$ cat config.mk
export PLATFORM = sky130hd
export DESIGN_NAME = lcd_scanout
export DESIGN_NICKNAME = d
export VERILOG_FILES = /design/src/rtl/lcd_scanout.sv
export SDC_FILE = /design/constraint.sdc
export NUM_CORES = 1
export LEC_CHECK = 0
export BUFFER_PORTS_ARGS = -buffer_cell sky130_fd_sc_hd__buf_4
export CORE_ASPECT_RATIO = 0.8
export CORE_MARGIN = 2
export CORE_UTILIZATION = 45
export CTS_BUF_LIST = sky130_fd_sc_hd__clkbuf_16
export DETAILED_ROUTE_END_ITERATION = 7
export PLACE_DENSITY_LB_ADDON = 0.2
export SYNTH_ARGS = -nofsm -noshare
export SYNTH_HDL_FRONTEND = slang
export SYNTH_SLANG_ARGS = --single-unit
$ cat constraint.sdc
create_clock -name clk -period 3.45 [get_ports clk]
set_clock_uncertainty 0.1 [all_clocks]
set_input_delay 0.1725 -clock clk [delete_from_list [all_inputs] [get_ports clk]]
set_output_delay 0.1725 -clock clk [all_outputs]
set_load 0.02 [all_outputs]
$ cat src/rtl/lcd_scanout.sv
// lcd_scanout: raster timing generator and framebuffer fetch stage for a
// raw parallel LCD. Walks h/v counters at one pixel per PIX_DIV clocks,
// drives the framebuffer read address and pipelines de/sync/data to the pins.
module lcd_scanout #(
  parameter int   H_ACTIVE = 480,
  parameter int   H_FP     = 8,
  parameter int   H_SYNC   = 4,
  parameter int   H_BP     = 43,
  parameter int   V_ACTIVE = 272,
  parameter int   V_FP     = 4,
  parameter int   V_SYNC   = 4,
  parameter int   V_BP     = 12,
  parameter int   PIX_DIV  = 4,
  parameter logic HS_POL   = 1'b0,
  parameter logic VS_POL   = 1'b0
) (
  input  logic        clk,
  input  logic        rst_n,
  input  logic        en,
  output logic [31:0] rad,
  input  logic [7:0]  fb_dout,
  output logic        lcd_dclk,
  output logic        lcd_hsync,
  output logic        lcd_vsync,
  output logic        lcd_de,
  output logic [7:0]  lcd_data,
  output logic        frame_start
);

  localparam int H_TOTAL = H_ACTIVE + H_FP + H_SYNC + H_BP;
  localparam int V_TOTAL = V_ACTIVE + V_FP + V_SYNC + V_BP;
  localparam int HW = $clog2(H_TOTAL);
  localparam int VW = $clog2(V_TOTAL);
  localparam int PW = $clog2(PIX_DIV);

  localparam logic [HW-1:0] H_ACT  = HW'(H_ACTIVE);
  localparam logic [HW-1:0] H_SS   = HW'(H_ACTIVE + H_FP);
  localparam logic [HW-1:0] H_SE   = HW'(H_ACTIVE + H_FP + H_SYNC);
  localparam logic [HW-1:0] H_LAST = HW'(H_TOTAL - 1);
  localparam logic [VW-1:0] V_ACT  = VW'(V_ACTIVE);
  localparam logic [VW-1:0] V_SS   = VW'(V_ACTIVE + V_FP);
  localparam logic [VW-1:0] V_SE   = VW'(V_ACTIVE + V_FP + V_SYNC);
  localparam logic [VW-1:0] V_LAST = VW'(V_TOTAL - 1);
  localparam logic [PW-1:0] PH_LAST = PW'(PIX_DIV - 1);
  // dclk rises half a pixel period after the pin-update edge (which ends phase 1)
  localparam logic [PW-1:0] PH_RISE = PW'((1 + PIX_DIV / 2) % PIX_DIV);

  typedef enum logic [1:0] {IDLE, RUN, DRAIN} state_t;

  state_t          state_q, state_d;
  logic [HW-1:0]   h_q, h_d;
  logic [VW-1:0]   v_q, v_d;
  logic [PW-1:0]   phase_q, phase_d;
  logic [31:0]     rad_q, rad_d;
  logic            ce_dly_q, ce_dly_d;   // stage1 was loaded on the previous edge
  logic            s1_de_q, s1_de_d;
  logic            s1_hs_q, s1_hs_d;
  logic            s1_vs_q, s1_vs_d;
  logic            de_q, de_d;
  logic            hs_q, hs_d;
  logic            vs_q, vs_d;
  logic [7:0]      data_q, data_d;
  logic            dclk_q, dclk_d;
  logic            live_q, live_d;       // pins have carried at least one pixel
  logic            fs_q, fs_d;
  logic            pix_ce, h_act, v_act;

  // Next-state logic for counters, address, pixel pipeline and dclk
  always_comb begin
    state_d  = state_q;
    h_d      = h_q;
    v_d      = v_q;
    phase_d  = phase_q;
    rad_d    = rad_q;
    ce_dly_d = 1'b0;
    s1_de_d  = s1_de_q;
    s1_hs_d  = s1_hs_q;
    s1_vs_d  = s1_vs_q;
    de_d     = de_q;
    hs_d     = hs_q;
    vs_d     = vs_q;
    data_d   = data_q;
    dclk_d   = dclk_q;
    live_d   = live_q;
    pix_ce   = (state_q == RUN) && (phase_q == '0);
    h_act    = (h_q < H_ACT);
    v_act    = (v_q < V_ACT);

    unique case (state_q)
      IDLE: begin
        h_d     = '0;
        v_d     = '0;
        phase_d = '0;
        rad_d   = '0;
        s1_de_d = 1'b0;
        s1_hs_d = ~HS_POL;
        s1_vs_d = ~VS_POL;
        de_d    = 1'b0;
        hs_d    = ~HS_POL;
        vs_d    = ~VS_POL;
        data_d  = '0;
        dclk_d  = 1'b0;
        live_d  = 1'b0;
        if (en) state_d = RUN;
      end
      RUN, DRAIN: begin
        phase_d = (phase_q == PH_LAST) ? '0 : phase_q + PW'(1);
        if (pix_ce) begin
          ce_dly_d = 1'b1;
          s1_de_d  = h_act && v_act;
          s1_hs_d  = (h_q >= H_SS && h_q < H_SE) ? HS_POL : ~HS_POL;
          s1_vs_d  = (v_q >= V_SS && v_q < V_SE) ? VS_POL : ~VS_POL;
          if (h_act && v_act) rad_d = rad_q + 32'd1;
          if (h_q == H_LAST) begin
            h_d = '0;
            if (v_q == V_LAST) begin
              v_d   = '0;
              rad_d = '0;
              // en only matters at the frame boundary
              if (!en) state_d = DRAIN;
            end else begin
              v_d = v_q + VW'(1);
            end
          end else begin
            h_d = h_q + HW'(1);
          end
        end
        if (ce_dly_q) begin
          de_d   = s1_de_q;
          hs_d   = s1_hs_q;
          vs_d   = s1_vs_q;
          data_d = s1_de_q ? fb_dout : 8'h00;
          dclk_d = 1'b0;
          live_d = 1'b1;
          if (state_q == DRAIN) state_d = IDLE;
        end else if (live_q && phase_q == PH_RISE) begin
          dclk_d = 1'b1;
        end
      end
      default: state_d = IDLE;
    endcase

    // Registered so the pulse coincides with the first pix_ce of the frame
    fs_d = (state_d == RUN) && (phase_d == '0) && (h_d == '0) && (v_d == '0);
  end

  // State registers with synchronous active-low reset
  always_ff @(posedge clk) begin
    if (!rst_n) begin
      state_q  <= IDLE;
      h_q      <= '0;
      v_q      <= '0;
      phase_q  <= '0;
      rad_q    <= '0;
      ce_dly_q <= 1'b0;
      s1_de_q  <= 1'b0;
      s1_hs_q  <= ~HS_POL;
      s1_vs_q  <= ~VS_POL;
      de_q     <= 1'b0;
      hs_q     <= ~HS_POL;
      vs_q     <= ~VS_POL;
      data_q   <= '0;
      dclk_q   <= 1'b0;
      live_q   <= 1'b0;
      fs_q     <= 1'b0;
    end else begin
      state_q  <= state_d;
      h_q      <= h_d;
      v_q      <= v_d;
      phase_q  <= phase_d;
      rad_q    <= rad_d;
      ce_dly_q <= ce_dly_d;
      s1_de_q  <= s1_de_d;
      s1_hs_q  <= s1_hs_d;
      s1_vs_q  <= s1_vs_d;
      de_q     <= de_d;
      hs_q     <= hs_d;
      vs_q     <= vs_d;
      data_q   <= data_d;
      dclk_q   <= dclk_d;
      live_q   <= live_d;
      fs_q     <= fs_d;
    end
  end

  assign rad         = rad_q;
  assign lcd_dclk    = dclk_q;
  assign lcd_hsync   = hs_q;
  assign lcd_vsync   = vs_q;
  assign lcd_de      = de_q;
  assign lcd_data    = data_q;
  assign frame_start = fs_q;

endmodule

* Word level (Yosys, flattened, before mapping)
Index checks and enable logic that the tools add are counted.
** Cells by class
- $add $sub $neg :: 4
- Multiply operators :: 0
- Shift operators :: 0
- Reduce and logical (&&, ||, !) cells :: 19
- $lt $le $gt $ge :: 6
- Divide/modulo/power cells :: 0
- Muxes and demuxes :: 45
- Bitwise gates (word level) :: 0
- Equal/unequal tests :: 9
** Operator list (number)
- $mux W32 :: 4
- $pmux W32 S2 :: 1
- $add A32 B1 Y32 const B :: 1
- $mux W9 :: 3
- $lt A10 B9 Y1 const B :: 2
- $mux W10 :: 2
- $pmux W10 S2 :: 1
- $lt A9 B9 Y1 const B :: 2
- $pmux W9 S2 :: 1
- $mux W2 :: 8
- $mux W8 :: 2
- $pmux W1 S2 :: 8
- $pmux W8 S2 :: 1
- $mux W1 :: 12
- $add A10 B1 Y10 const B :: 1
- $eq A10 B10 Y1 const B :: 1
- $ge A10 B9 Y1 const B :: 1
- $logic_not A10 Y1 :: 1
- $add A9 B1 Y9 const B :: 1
- $eq A9 B9 Y1 const B :: 1
- $ge A9 B9 Y1 const B :: 1
- $logic_not A9 Y1 :: 1
- $logic_and A1 B1 Y1 :: 8
- $pmux W2 S2 :: 2
- other kinds (9) :: 17
** Storage, ports and cells
- Flip-flop bits (word level) :: 73
- Memories :: 0
- RAM bits :: 0
- Bits of input ports :: 11
- Logic and storage cells :: 99
- Memory bits (read-only) :: 0
- Output and inout bits :: 45
- Bits in latches :: 0

* Depth between registers and ports, before layout
Gate-level depths: netlist (run 1).
- Word-level depth :: 11
- Mapped depth :: 11

* Worst setup path after synthesis (run 1)
OpenSTA, ideal clock, no wires.
- Path type :: register to register
- Start point :: reg v_q[5]
- End point :: reg rad_q[22] (netlist: rad[22])
- Data required time :: 3220 ps
- Period minus slack after synthesis :: 2662 ps
- Setup slack :: 788 ps
- Cell stages (with the launch flop) :: 10
- Arrival time :: 2432 ps
- Library setup time :: 130 ps
- Cell sequence :: dfxtp_1 buf_6 o41a_1 or4b_1 buf_2 or4_4 nor3_4 a31oi_1 o21ai_2 o31ai_2
** Between the ends
- Longest elaborated chain between the ends :: 7
- Elaborated cells on any way between the ends :: 8
** RTL lines
- start: declaration :: line 52 : logic [VW-1:0] v_q, v_d;
- start signal: assignment :: line 169 : v_q <= v_d;
- $lt A9 B9 Y1 :: line 87 : v_act = (v_q < V_ACT);
- $logic_and A1 B1 Y1 :: line 113 : if (h_act && v_act) rad_d = rad_q + 32'd1;
- $mux W32 :: line 113
- $mux W32 :: line 116 : if (v_q == V_LAST) begin
- $mux W32 (*) :: line 114 : if (h_q == H_LAST) begin
- $mux W32 (*) :: line 108 : if (pix_ce) begin
- $pmux W32 S2 (*) :: line 89 : unique case (state_q)
- end signal: assignment :: line 171 : rad_q <= rad_d;
- end: declaration :: line 54 : logic [31:0] rad_q, rad_d;
Every way passes the cells marked *; elsewhere a longest branch is shown, timed or not. The select of a mux whose other input is x is not followed.
A chain may end at the register's enable or synchronous reset.

* Worst setup path in the final report (run 1)
- Start point :: reg v_q[5]
- End point :: reg rad_q[30] (netlist: rad[30])
Same word-level chain as after synthesis.

==> run metrics, run 1 <==
power per cell area=roughly 420 mW/mm^2; synth warn=0; worst-path maximum fanout=9; layout net count=around 600; Max Transition Viols Final=0; CTS tree=yes; largest net degree at the start of global routing=44; TNS Setup=0 ps; Tmin final=2900 ps; crit path cell chain=o41a_1 > or4b_1 > nor4_1 > nand3_1 > o21ai_0 > a21boi_0 > o21a_1; setup violators final=0; layout cells sized above 1=0.161; post-synth cell types=between 60 and 70; number of setup buffers added after CTS=0; post-synth net total=~540; CP required=around 3600 ps; Synth Instances=520; multiplexer area fraction after synthesis=0.0127; RSZ-0062 raised after global routing=false; global-route wire length before repair=around 19,000 um; largest family of logic cells by synthesized area=simple AND/OR/NAND/NOR gates; worst vdd rail ir drop=about 0.39 mV; Synth Area in XOR/XNOR=0.00648; Primary FF master, synth=dfxtp_1; post-synth top area share=0.360; sequential cell fraction of total power=0.403; Post-CTS Hold Fix Bufs=8; Site Rows=30; maxcap violations=0; Avg WL per Cell=~17 um; Pleak=around 1.8 nW; total core area=about 0.0086 sq mm; Comb pwr share=0.085; CTS buffer count=9; Setup crit end kind=flop; Clk Tree Root Cell=clkbuf_16; synth top area cells=dfxtp_1 (36%), nor2_1 (5.6%), nand2_1 (5.0%); Seq/Total Area, Yosys=0.360; Detail Route Antenna Nets=0; max incr delay on CP=about 640 ps; Die H=88.9 um; Int Power=approximately 1.6 mW; via count=4,292; fin worst setup slack=around 550 ps; Max Fclk=approximately 0.34 GHz; initial drt markers=540; Worst-Skew Late Latency=around 340 ps; vias in the first global route=~3,900; Vias/cell=6.21; mapped cell area=just over 0.004 sq mm; CP Class=reg2reg; share of flip-flops with an asynchronous set or reset=0; relative slew slack=0.498; Data arrival, critical path=approximately 3000 ps; deepest clock path buffer count=2; Clk pwr share=0.512; Resized cells post-CTS=0; hold crit path type=in2reg; Area Overhead vs Synth=23.1%; Detailed Place HPWL=7940 um; starting density of the core=0.470; clock sink count=73; PortBufs=55; Syn Area/Cell=approximately 7.8 sq um; Fin. Hold Viols=0; 1st-pass router iterations=5; die width=around 110 um; clock-pin slew on the worst setup and hold paths=~60 ps; CP max stage cell=or4b_1; switching share of power=0.237; Synth area leader=dfxtp_1; switching power total=~500 uW; GR Overflow Total=0; total track usage=0.254; status=finished, final reports clean; Worst setup SP type=flop; Routed WL=about 12,000 um; worst-margin pin slew=between 700 and 800 ps; I/O pin cnt=56; synthesized-area fraction occupied by adder cells=0.0309; number of inserted diodes=0; #FFs+latches synth=between 70 and 80; simple-gate portion of the synthesized area=0.304; complex-gate fraction of the synthesized area=0.244; H-tree Lvls=3; Post-synth EDFFs=0; Final Util=0.578; antenna violations before repair=0; RD Place Congestion=roughly 0.88; DRC=0; fin crit share=0.841; pre-CTS WS=588 ps; die area=around 0.0098 sq mm
==> path summary, 6_finish.rpt <==
kind / end / cells past startpoint / from / slack, ps
worst min register to register: rad[31]$_SDFFE_PN0P_ / 1 / rad[31]$_SDFFE_PN0P_ / 380
worst max register to register: rad[30]$_SDFFE_PN0P_ / 7 / v_q[5]$_SDFF_PN0_ / 550
worst min-delay path: s1_vs_q$_SDFFE_PN1P_ / 2 / rst_n / 70
worst max-delay path: rad[30]$_SDFFE_PN0P_ / 7 / v_q[5]$_SDFF_PN0_ / 550
==> sequential cells by signal, summed over array words and instances (netlist names) <==
signal,count
s1_hs_q,1
lcd_hsync,1
phase_q,2
live_q,1
ce_dly_q,1
lcd_de,1
s1_vs_q,1
h_q,10
frame_start,1
s1_de_q,1
v_q,9
lcd_dclk,1
state_q,2
lcd_data,8
rad,32
lcd_vsync,1
==> cells in the final DEF, fill, tap and decap left out, types with 3 or more instances in the layout <==
| cell | instances |
|---|---|
| o31ai_1 | 9 |
| a311oi_1 | 8 |
| clkbuf_16 | 9 |
| and3_1 | 6 |
| nand4b_1 | 3 |
| nand2b_1 | 3 |
| mux2i_1 | 4 |
| nand4_1 | 12 |
| ha_1 | 10 |
| buf_4 | 68 |
| and2_1 | 17 |
| nand2_1 | 54 |
| nor2_1 | 60 |
| xnor2_1 | 3 |
| dfxtp_1 | 73 |
| clkinv_1 | 3 |
| and4_1 | 7 |
| a21oi_1 | 31 |
| nor4_1 | 7 |
| nand3_1 | 27 |
| nor3_1 | 15 |
| nor2b_1 | 4 |
| o211ai_1 | 3 |
| o21ai_0 | 36 |
| a31oi_1 | 16 |
| inv_1 | 6 |
| o211a_1 | 3 |
| dlygate4sd3_1 | 8 |
| a211oi_1 | 4 |
| or3_1 | 6 |
| a22oi_1 | 15 |
| a21o_1 | 3 |
| bufinv_16 | 3 |
==> Yosys cell counts, types with 2 or more instances <==
cell       n
dfxtp_1   73
nor2_1    60
nand2_1   54
o21ai_0   36
a21oi_1   31
nand3_1   27
clkbuf_1  26
and2_1    17
a31oi_1   16
a22oi_1   15
nor3_1    15
nand4_1   12
ha_1      10
o31ai_1    9
a311oi_1   8
and4_1     7
nor4_1     7
and3_1     6
inv_1      6
or3_1      6
a211oi_1   4
buf_2      4
mux2i_1    4
nor2b_1    4
a21o_1     3
nand2b_1   3
nand4b_1   3
o211a_1    3
o211ai_1   3
xnor2_1    3
a21boi_0   2
a31o_2     2
a32oi_1    2
and3b_1    2
buf_1      2
clkinv_1   2
nor3b_1    2
nor4_2     2
nor4b_1    2
nor4bb_1   2
==> power by group through the flow <==
stage	clock network, mW	registers [mW]	logic, mW
after CTS	1.10	0.853	0.176
after global routing	1.14	0.853	0.196
after floorplan	0	0.873	0.106
final	1.08	0.853	0.180
after detailed placement	0	0.872	0.167
after global placement	0	0.872	0.165
==> area by class of cell <==
type | instances | area [sq um]
Inverter | 8 | 30.0
Fill cell | 783 | 3640
Timing Repair Buffer | 76 | 591
Clock inverter | 7 | 118
Tap cell | 112 | 140
Sequential cell | 73 | 1460
Multi-Input combinational cell | 406 | 2430
Clock buffer | 9 | 225
==> logic make-up after synthesis <==
| group | count (synthesis) |
|---|---|
| compound gates | 150 |
| xor+xnor | 3 |
| fa+ha+maj | 10 |
| buf+inv | 41 |
| flops | 73 |
| mux | 5 |
| simple gates | 238 |
==> layer usage <==
metal  vias up  routed length [um]  GRT usage  share of wire
met1      1994                5510      0.368           0.47
met3        14                1150     0.0671          0.097
met2       225                5020      0.365           0.43
met4         0                 124     0.0875          0.011
met5         -                   0          0              0
li1       2059                   -          -              -
==> stage by stage <==
stage / total power, mW / hold slack (ps) / cells / area [sq um]
after floorplan: 0.979 / 235 / 520 / 4050
after global placement: 1.04 / 318 / 667 / 4570
after detailed placement: 1.04 / 332 / 667 / 4570
after CTS: 2.13 / 56.5 / 691 / 4990
after global routing: 2.18 / 82.2 / 691 / 4990
final: 2.12 / 65.5 / 691 / 4990
==> worst max-delay path: cells and delay by family, from the launching register on <==
family / cells / cell delay [ps]
AOI/OAI and AO/OA: 4 / 960
and+or+nand+nor: 3 / 1340
DFF: 1 / 400
No activity file was read; power rests on OpenSTA's default activity.
==> run 2: changes to the inputs <==
--- a/config.mk
+++ b/config.mk
@@ -5,6 +5,7 @@
 export SDC_FILE = /design/constraint.sdc
 export NUM_CORES = 1
 export LEC_CHECK = 0
+export ABC_AREA = 1
 export BUFFER_PORTS_ARGS = -buffer_cell sky130_fd_sc_hd__buf_4
 export CORE_ASPECT_RATIO = 0.8
 export CORE_MARGIN = 2
==> constraint.sdc (replaced) <==
create_clock -name clk -period 2.4 [get_ports clk]
set_clock_uncertainty 0.1 [all_clocks]
set_input_delay 0.12 -clock clk [delete_from_list [all_inputs] [get_ports clk]]
set_output_delay 0.12 -clock clk [all_outputs]
set_load 0.02 [all_outputs]
==> run 2 against run 1 <==
  * Flip-flop and latch count stayed put
  * Count of clock-buffer cells in the layout unchanged
  * Critical path type unchanged
  * Area after synthesis rose by 8.7%
  * Clock power grew 19%
  * Utilization is 1.5 points lower
  * Highest routed layer unchanged
  * Global-route usage increased by 0.30 points
  * Largest cell class unchanged
  * Wire length grew 12%
  * Register-to-register slack lost 370 ps
==> run metrics, run 2 <==
status=finished, final reports clean; DRC=0 (unchanged); Int Power=2.11 mW (+31%); clock-pin slew on the worst setup and hold paths=60 ps (about the same); largest net degree at the start of global routing=34 (-23%); commonest non-fill, non-tap cell in the layout=nand2_1; setup violators final=0 (unchanged); CP required=2570 ps (-1010 ps); Min-Delay Startpoint=rst_n; total core area=0.00957 sq mm (+11%); Routed WL=13,200 um (+12%); Seq/Total Area, Yosys=0.332 (-0.0290); 1st-pass router iterations=5 (unchanged); worst-margin pin slew=652 ps (-96.1 ps); mapped cell area=0.00441 sq mm (+8.7%); post-synth net total=720 (+33%); layout cells sized above 1=0.143 (-0.0172); Comb pwr share=0.104 (+0.019); Die H=92.5 um (+4.1%); die width=115 um (+4.1%); CTS buffer count=9 (unchanged); post-synth top area share=0.332 (-0.0290); Pleak=2.21 nW (+23%); area post-placement=0.00502 sq mm (+9.9%); R2R cell count=14 (+7); deepest clock path buffer count=2 (unchanged); CTS tree=yes; number of inserted diodes=0 (unchanged); vias in the first global route=4,420 (+14%); share of flip-flops with an asynchronous set or reset=0 (unchanged); Area Overhead vs Synth=22.3%; max reg flops=32 (unchanged); Hold Crit Endpoint=lcd_hsync$_SDFFE_PN1P_; Clk pwr share=0.457 (-0.055); H-tree Lvls=3 (unchanged); synth top area cells=dfxtp_1 (33%), nand2_1 (16%), inv_1 (7.2%); maxcap violations=0 (unchanged); switching power total=701 uW (+40%); Syn Area/Cell=6.31 sq um (-19%); worst vdd rail ir drop=0.336 mV (-14%); Post-synth top cells=nand2_1 (193), inv_1 (85), nor2_1 (80), dfxtp_1 (73), nand3_1 (62); Site Rows=32 (+6.7%); Synth area leader=dfxtp_1; Final Hold Slack=16.2 ps (-49.3 ps); initial drt markers=405 (-25%); CP Class=reg2reg; hold crit path type=in2reg; die area=0.0106 sq mm (+8.4%); Worst setup SP type=flop; Max Transition Viols Final=0 (unchanged); antenna violations before repair=0 (unchanged); relative slew slack=0.565 (+0.0673); final std cells w/o fill=893 (+29%); pre-CTS WS=74.4 ps (-514 ps); Post-synth EDFFs=0 (unchanged); most common cell in the netlist=nand2_1; Data arrival, critical path=2400 ps (-630 ps); RSZ-0062 raised after global routing=false; most frequent cells in the layout=nand2_1 (192), inv_1 (86), nor2_1 (79); reg-to-reg endpoint=frame_start$_SDFF_PN0_; Max Fclk=0.450 GHz (+30%); TNS Setup=0 ps (unchanged); sequential cell fraction of total power=0.440 (+0.037); placed instance count=870 (+30%); synth warn=0 (unchanged); Clk Tree Root Cell=clkbuf_16; worst-path maximum fanout=7 (-2); Setup crit end kind=flop; #FFs+latches synth=73 (unchanged); Hold Path Stages=2 (unchanged); power per cell area=521 mW/mm^2 (+23%); global-route wire length before repair=21,700 um (+12%); clock sink count=73 (unchanged); RD Place Congestion=0.949 (+7.4%); Vias/cell=5.51 (-11%); Tmin final=2220 ps (-678 ps); layout net count=791 (+33%); switching share of power=0.249 (+0.0122); Detail Route Antenna Nets=0 (unchanged); Final Util=0.563 (-0.0148); Worst-Skew Late Latency=340 ps (about the same); fin crit share=0.926 (+0.0854); Detailed Place HPWL=9510 um (+20%); total track usage=0.257 (+0.00300); via count=4,921 (+15%); Power, Total=2.81 mW (+33%); I/O pin cnt=56 (unchanged); Avg WL per Cell=14.8 um (-13%); beginning of the worst register-to-register path=state_q[1]$_SDFF_PN0_; Fin. Hold Viols=0 (unchanged); Synth Instances=699 (+34%); starting density of the core=0.461 (-0.00892); fin worst setup slack=177 ps (-372 ps); R2R Setup Slk=180 ps (-370 ps); GR Overflow Total=0 (unchanged); Primary FF master, synth=dfxtp_1; post-synth cell types=45 (-31%); design area=0.00539 sq mm (+8.0%); PortBufs=55 (unchanged)
==> run 2: cell count changes after synthesis, moves of 7 or more <==
cell and change:
and4_1 -7, a21oi_1 +18, clkbuf_1 -14, a22oi_1 -14
inv_2 +8, nand4_1 +8, a31oi_1 -11, inv_1 +79
nor2_1 +20, nand2_1 +139, and2_1 -17, nand3_1 +35
==> run 2: kinds of logic after synthesis <==
logic type | share of synthesized area
fa+ha+maj | 0.0284
compound gates | 0.147
buf+inv | 0.0993
xor+xnor | 0.00199
simple gates | 0.392
flops | 0.332
==> run 2: cell type report <==
type / count / area [sq um]
clock inverters: 6 / 51.3
well taps: 119 / 149
fillers: 938 / 4180
repair buffers: 78 / 631
flip-flops and latches: 73 / 1460
clock buffers: 9 / 225
inverters: 94 / 353
multi-input cells: 514 / 2520
==> run 2: how the worst max path moves through the flow <==
stage | startpoint | end | slack, ps | depth (start not counted)
detailed placement | state_q[1]$_SDFF_PN0_ | frame_start$_SDFF_PN0_ | 70 | 14
finish | state_q[1]$_SDFF_PN0_ | frame_start$_SDFF_PN0_ | 180 | 14
global route | state_q[1]$_SDFF_PN0_ | frame_start$_SDFF_PN0_ | 0.5 | 14
global placement | state_q[1]$_SDFF_PN0_ | frame_start$_SDFF_PN0_ | 130 | 14
floorplan | state_q[0]$_SDFF_PN0_ | frame_start$_SDFF_PN0_ | 380 | 13
CTS | state_q[1]$_SDFF_PN0_ | frame_start$_SDFF_PN0_ | 40 | 14
==> run 2: routing by layer <==
layer,up-vias,share of wire,GRT usage
met5,-,0,0
li1,2436,-,-
met2,199,0.42,0.367
met1,2269,0.48,0.378
met4,0,0.012,0.0722
met3,17,0.089,0.0681
==> run 2: power by group through the flow <==
stage | combinational [mW] | clock (mW) | sequential (mW)
2_1_floorplan | 0.168 | 0 | 1.26
3_3_place_gp | 0.269 | 0 | 1.26
3_5_place_dp | 0.273 | 0 | 1.26
4_1_cts | 0.285 | 1.31 | 1.23
5_1_grt | 0.318 | 1.36 | 1.24
6_report | 0.291 | 1.28 | 1.24
==> run 2: repair_timing <==
item	in CTS	in global routing
endpoints found under the hold margin	8	0
setup buffers	0	0
hold buffers	8	0
resized for setup	0	4
setup endpoints to repair	0	1
==> run 2: worst max-delay path: stages, from the launching register on <==
cell and delay, ps:
dfxtp_1 360, inv_1 100, ha_1 310, inv_1 120, nor2_1 80, buf_4 180, o21ai_0 80, nand2_1 90
nand3_1 100, nand2_1 60, nor2_1 110, nand2_1 60, nor2_1 210, nand3_1 110, nor2_1 90
